**config.mk**
```make
export PLATFORM = sky130hd
export DESIGN_NAME = rvc_asap_5pl_cr_arb
export DESIGN_NICKNAME = d
export VERILOG_FILES = /design/src/rtl/rvc_asap_5pl_cr_arb.sv
export SDC_FILE = /design/constraint.sdc
export NUM_CORES = 1
export LEC_CHECK = 0
export CORE_AREA = 2 2 104 106
export DETAILED_ROUTE_END_ITERATION = 8
export DIE_AREA = 0 0 106 108
export PLACE_DENSITY = 0.69
export SLEW_MARGIN = 20
export SYNTH_ARGS = -nofsm -noshare
export SYNTH_HDL_FRONTEND = slang
export SYNTH_SLANG_ARGS = --single-unit
```
**constraint.sdc**
```tcl
create_clock -name Clock -period 2.45 [get_ports Clock]
set_input_delay 0.245 -clock Clock [delete_from_list [all_inputs] [get_ports Clock]]
set_output_delay 0.245 -clock Clock [all_outputs]
set_load 0.05 [all_outputs]
```
**src/rtl/rvc_asap_5pl_cr_arb.sv**
```systemverilog
`default_nettype none
// ============================================================================
// Module   : rvc_asap_5pl_cr_arb
// Purpose  : Two-requester round-robin arbiter sharing the single CR port
//            between the core MEM stage (Rq0) and a debug/host master (Rq1).
//            Supports a lock for atomic read-modify-write sequences and
//            routes the 1-cycle-latency load data back to its requester.
// Options  : RVC_CR_ARB_LOCK_TIMEOUT_EN - forced lock release after
//            LOCK_TIMEOUT idle cycles of the lock owner.
// Revision : 1.0 - initial release
// ============================================================================
module rvc_asap_5pl_cr_arb #(
  parameter int LOCK_TIMEOUT = 16
) (
  input  logic        Clock,
  input  logic        Rst,
  input  logic        Rq0Valid,
  input  logic        Rq0WrEn,
  input  logic        Rq0Lock,
  input  logic [31:0] Rq0Addr,
  input  logic [31:0] Rq0WrData,
  input  logic        Rq1Valid,
  input  logic        Rq1WrEn,
  input  logic        Rq1Lock,
  input  logic [31:0] Rq1Addr,
  input  logic [31:0] Rq1WrData,
  output logic        Rq0Ready,
  output logic        Rq1Ready,
  output logic        Rq0RspValid,
  output logic        Rq1RspValid,
  output logic [31:0] RspData,
  output logic [31:0] AluOut,
  output logic [31:0] RegRdData2,
  output logic        CtrlCRMemWrEn,
  output logic        SelCRMemWb,
  input  logic [31:0] CRMemRdDataQ104H,
  output logic        LockTimeout
);

  typedef enum logic [1:0] {
    IDLE  = 2'd0,
    LOCK0 = 2'd1,
    LOCK1 = 2'd2
  } state_t;

  state_t      r_state;
  state_t      w_state_nxt;
  logic        r_last_gnt;   // 0: Rq0 won last, 1: Rq1 won last
  logic        w_last_nxt;
  logic [1:0]  r_rd_pend;    // one-hot owner of the load in flight
  logic        w_gnt0;
  logic        w_gnt1;
  logic        w_timeout;

  // Grant decision: combinational in the request cycle, suppressed in reset
  always_comb begin
    w_gnt0 = 1'b0;
    w_gnt1 = 1'b0;
    if (!Rst) begin
      case (r_state)
        IDLE: begin
          if (Rq0Valid && Rq1Valid) begin
            w_gnt0 = r_last_gnt;
            w_gnt1 = !r_last_gnt;
          end else begin
            w_gnt0 = Rq0Valid;
            w_gnt1 = Rq1Valid;
          end
        end
        LOCK0:   w_gnt0 = Rq0Valid;
        LOCK1:   w_gnt1 = Rq1Valid;
        default: ;
      endcase
    end
  end

  // Next state and round-robin pointer
  always_comb begin
    w_state_nxt = r_state;
    w_last_nxt  = r_last_gnt;
    if (w_gnt0) begin
      w_last_nxt  = 1'b0;
      w_state_nxt = Rq0Lock ? LOCK0 : IDLE;
    end else if (w_gnt1) begin
      w_last_nxt  = 1'b1;
      w_state_nxt = Rq1Lock ? LOCK1 : IDLE;
    end else if (w_timeout || (r_state != IDLE && r_state != LOCK0 && r_state != LOCK1)) begin
      w_state_nxt = IDLE;
    end
  end

  // State, pointer and pending-load registers
  always_ff @(posedge Clock) begin
    if (Rst) begin
      r_state    <= IDLE;
      r_last_gnt <= 1'b1;
      r_rd_pend  <= 2'b00;
    end else begin
      r_state    <= w_state_nxt;
      r_last_gnt <= w_last_nxt;
      r_rd_pend  <= {w_gnt1 && !Rq1WrEn, w_gnt0 && !Rq0WrEn};
    end
  end

`ifdef RVC_CR_ARB_LOCK_TIMEOUT_EN
  localparam int c_cnt_w = $clog2(LOCK_TIMEOUT + 1);

  logic [c_cnt_w-1:0] r_lock_cnt;
  logic               w_lock_idle;

  // The lock owner is idle in any lock cycle where it is not granted
  assign w_lock_idle = !Rst && ((r_state == LOCK0 && !w_gnt0) ||
                                (r_state == LOCK1 && !w_gnt1));
  // Fire on the idle cycle that would bring the count up to LOCK_TIMEOUT
  assign w_timeout   = w_lock_idle && (r_lock_cnt == c_cnt_w'(LOCK_TIMEOUT - 1));

  // Idle-cycle counter of the current lock owner
  always_ff @(posedge Clock) begin
    if (Rst || !w_lock_idle || w_timeout) begin
      r_lock_cnt <= '0;
    end else begin
      r_lock_cnt <= r_lock_cnt + 1'b1;
    end
  end
`else
  // Locks are held indefinitely; the parameter has no effect in this build
  assign w_timeout = (LOCK_TIMEOUT < 0);
`endif

  assign LockTimeout   = w_timeout;

  assign Rq0Ready      = w_gnt0;
  assign Rq1Ready      = w_gnt1;

  assign AluOut        = w_gnt0 ? Rq0Addr   : (w_gnt1 ? Rq1Addr   : 32'h0);
  assign RegRdData2    = w_gnt0 ? Rq0WrData : (w_gnt1 ? Rq1WrData : 32'h0);
  assign CtrlCRMemWrEn = (w_gnt0 && Rq0WrEn)  || (w_gnt1 && Rq1WrEn);
  assign SelCRMemWb    = (w_gnt0 && !Rq0WrEn) || (w_gnt1 && !Rq1WrEn);

  // A response still in flight when reset arrives is discarded
  assign Rq0RspValid   = !Rst && r_rd_pend[0];
  assign Rq1RspValid   = !Rst && r_rd_pend[1];
  assign RspData       = (!Rst && (r_rd_pend != 2'b00)) ? CRMemRdDataQ104H : 32'h0;

endmodule
`default_nettype wire
```
======== Yosys cells after proc, flatten, opt, wreduce, memory -nomap -nowiden ========
Index checks and enable logic that the tools add are counted.
cells by class
  eq/ne operators ......................... 4
  magnitude comparators ................... 0
  div/mod/pow operators ................... 0
  shift-type cells ........................ 0
  bitwise logic cells ..................... 0
  muxes and demuxes ....................... 18
  add/sub/neg operators ................... 0
  multipliers ............................. 0
  reductions and logical operators ........ 21
operators with widths
  operator              number
  $mux W32              5
  $logic_and A1 B1 Y1   10
  $mux W2               4
  $mux W1               7
  $reduce_bool A2 Y1    3
  $logic_not A1 Y1      4
  $pmux W1 S2           2
  $reduce_bool A3 Y1    1
  $eq A2 B1 Y1 const B  1
  $eq A2 B2 Y1 const B  1
  $logic_not A2 Y1      1
  $logic_or A1 B1 Y1    2
  $ne A2 B1 Y1 const B  1
  $ne A2 B2 Y1 const B  1
storage, ports and cells
  bits in registers ....................... 5
  memories kept ........................... 0
  memory bits (read-only) ................. 0
  bits in latches ......................... 0
  input bits .............................. 168
  memory bits (writable) .................. 0
  output and inout bits ................... 103
  logic and storage cells ................. 46

======== Longest topological paths before layout ========
  depth in word-level cells ............... 6
  gate-level depth with buffers ........... 6
  depth with buffers taken out ............ 3

======== Least setup slack after synthesis ========
OpenSTA, ideal clock, no wires.
  path kind ............................... reg2out
  start ................................... register r_state[0]
  end ..................................... output RegRdData2[23]
  data arrival time ....................... 1.666 ns
  path buffers ............................ 1
  required time ........................... 2.205 ns
  slack ................................... 0.539 ns
  stages on the path, launching flop included .. 5
  cell sequence ........................... dfxtp_1 > nand2b_1 > a311oi_2 > buf_2 > a22o_1
on the way
  word-level cells in the longest chain between the ends .. 5
  elaborated cells on any way between the ends .. 9
  those cells by class .................... eq/ne: 2; mux: 6; reduce/logical: 1
RTL lines
  element                                                  RTL line  source
  start, declared                                          46        state_t r_state;
  start signal, assigned                                   99        r_state <= w_state_nxt;
  $eq A2 B2 Y1 / $logic_not A2 Y1 (equally long branches)  60        case (r_state)
  $pmux W1 S2 (*)                                          60
  $mux W1 (*)                                              59        if (!Rst) begin
  named net Rq1Ready                                       28        output logic Rq1Ready,
  $mux W32 (*) (2 in a row)                                136       assign RegRdData2 = w_gnt0 ? Rq0WrData : (w_gnt1 ? Rq1WrData : 32'h0);
  end, declared                                            33        output logic [31:0] RegRdData2,
The timed path passes the listed nets; every way through them passes the cells marked *.

======== Worst setup path in the final report ========
  start ................................... input Rq1Valid
  end ..................................... output RegRdData2[23]
on the way
  word-level cells in the longest chain between the ends .. 6
  elaborated cells on any way between the ends .. 9
  those cells by class .................... mux: 8; reduce/logical: 1
RTL lines
  element              RTL line  source
  start, declared      22        input logic Rq1Valid,
  $logic_and A1 B1 Y1  62        if (Rq0Valid && Rq1Valid) begin
  $mux W1              62
  $pmux W1 S2          60
  $mux W1              59
  $mux W32             136
  $mux W32 (*)         136
Mark *: on every way between the ends. The rest lies on a longest branch, timed or not.

==> results_dict.tcl <==
set metrics [dict create \
    max_freq_mhz 442.2 \
    ys_ff_latch 5 \
    first_iter_violations 84 \
    grt_use_total_pct 15.94 \
    syn_nets 315 \
    post_cts_resize_count 0 \
    fin_nets 574 \
    antenna_left 0 \
    p_leak_uw 0.001994 \
    fin_skew_ns 0.0009127 \
    required_ns 2.20 \
    root_buffer "clkbuf_8" \
    setup_viol 0 \
    worstSetupStartpointType "input port" \
    slew_violations 0 \
    drc 0 \
    hold_path_depth 1 \
    cts_setup_buffers 0 \
    synth_area_sq_um 1131 \
    syn2layout_area_growth_pct 342.3 \
    hold_viol_final 0 \
    netlist_top_cells_count "66 x a22o_1, 34 x and2_1, 7 x clkbuf_1" \
    clockBufferDepth 2 \
    die_x_um 106 \
    worst_setup_path_end_kind "output port" \
    post-synth-top-count-cell "a22o_1" \
    via_per_inst 4.189 \
    synth_top_area_share_pct 51.11 \
    fin_crit_ns 2.261 \
    maxSlewHeadroom_pct 65.56 \
    path_max_fanout 68 \
    antenna_found_initial 0 \
    io_buffers 269 \
    die_y_um 108 \
    path_class "input port to output port" \
    synthTopCellsByArea "a22o_1 51%, and2_1 19%, dfxtp_1 8.8%" \
    io_pins 271 \
    dp_slack_ns 0.1977 \
    grt_pass1_vias 2385 \
    layout-drive-gt1-share_pct 26.91 \
    ys.flop_type "dfxtp_1" \
    antenna_cells 0 \
    post-route-period-util_pct 92.30 \
    tightestPinTransition_ns 0.5151 \
    overflow 0 \
    ir_drop_mv 0.1493 \
    cts_tree "done" \
    avgSynthCellArea_sq_um 7.694 \
    yosysTopAreaCell "a22o_1" \
    grt_pass1_wl_mm 13.86 \
    critPathArrivalTime_ns 2.02 \
    reg2reg_depth 4 \
    path_clk_slew_ns 0.03 \
    power_density_nw_per_um2 309.2 \
    hold_buffers 0 \
    routed_wl_mm 9.591 \
    clock-sinks 5 \
    yosysWarnings 0 \
    num_vias 2266 \
    fin_ws_ns 0.1886 \
    die_area_sq_um 11450 \
    yosysUniqueCellTypes 18 \
    rsz0062_at_grt "no" \
    drtPass1Iterations 4 \
    wire_per_inst_um 17.73 \
    synth-edff-count 0 \
    rows 37 \
    grt_start_max_net_pins 69 \
    synth_cells 147 \
    cts.htree.levels 1 \
    status "completed" \
    ys_seq_area_share_pct 8.850 \
    hp-class "flop to flop" \
    fin_tns_setup_ns 0 \
    cts_buffers 3 \
    drv_cap 0 \
    hpwl_mm 8.451 \
    gp_congestion 0.8184 \
    clk_latency_ns 0.21 \
    synth-async-reset-ratio_pct 0 \
    initial_core_util_pct 11.06 \
    core_area_sq_um 10230 \
]
-- path summary, 6_finish.rpt --
check	from	endpoint	slack, ns
worst min register to register	r_state[0]	r_state[1]	0.46
worst max-delay path	Rq1Valid	RegRdData2[23]	0.19
worst min-delay path	r_state[0]	r_state[1]	0.46
worst max register to register	r_state[0]	r_rd_pend[1]	1.03
-- report_power, final --
group,internal (uW),switching (uW),leakage (uW)
sequential,87.7,5.16,0.0000412
combinational,698,610,0.00193
clock,111,34.8,0.0000228
total,897,650,0.00199
-- per-stage QoR --
step	instances	utilization [%]	instance area, sq um	power [uW]	hold slack, ns
after CTS	541	48.89	5002	1559	0.4557
after global routing	541	48.89	5002	1602	0.4939
after floorplan	147	-	1131	624.1	0.3347
after detailed placement	537	48.45	4957	1407	0.4562
after global placement	537	48.45	4957	1398	0.4426
final	541	48.89	5002	1547	0.4623
-- final cells by class --
type	instances	area, sq um
fill	891	5229
timing repair buffer	273	3761
multi-input combinational	118	907.1
tap	136	170.2
sequential	5	100.1
clock buffer	4	45.04
inverter	5	18.77
-- logic make-up (layout without fill, tap and decap cells) --
kind of cell | Yosys count | after routing | share of synthesized area [%]
AOI/OAI and AO/OA | 73 | 73 | 55.86
buffers and inverters | 24 | 282 | 11.95
DFF | 5 | 5 | 8.850
other | 1 | 1 | 0.3315
and+or+nand+nor | 44 | 44 | 23.01
-- cells in the final DEF (no fill, tap or decap) --
cell type	count
conb_1	1
nand2b_1	2
buf_4	1
clkbuf_8	3
nor2_1	5
o211a_2	1
inv_1	5
nor2b_1	2
clkbuf_1	1
a311oi_4	1
nand2_1	1
dfxtp_1	5
buf_12	103
and2_1	34
a21oi_1	3
clkdlybuf4s50_1	169
a22o_1	66
a2111oi_0	1
o21ai_0	1
-- layer usage --
layer,part of all wire (%),track usage (%)
met5,0,0
met4,1.1,3.195
met2,57,33.13
met1,33,15.68
met3,9.0,4.219
-- worst max-delay path, stage by stage --
cell,delay [ns]
clkdlybuf4s50_1,0.52
nand2b_1,0.14
a311oi_4,0.33
buf_12,0.33
a22o_1,0.26
buf_12,0.16
-- sequential cells by signal, indices dropped and copies added (netlist names) --
signal      cells
r_state         2
r_last_gnt      1
r_rd_pend       2
Power figures use the tool's default switching activity.
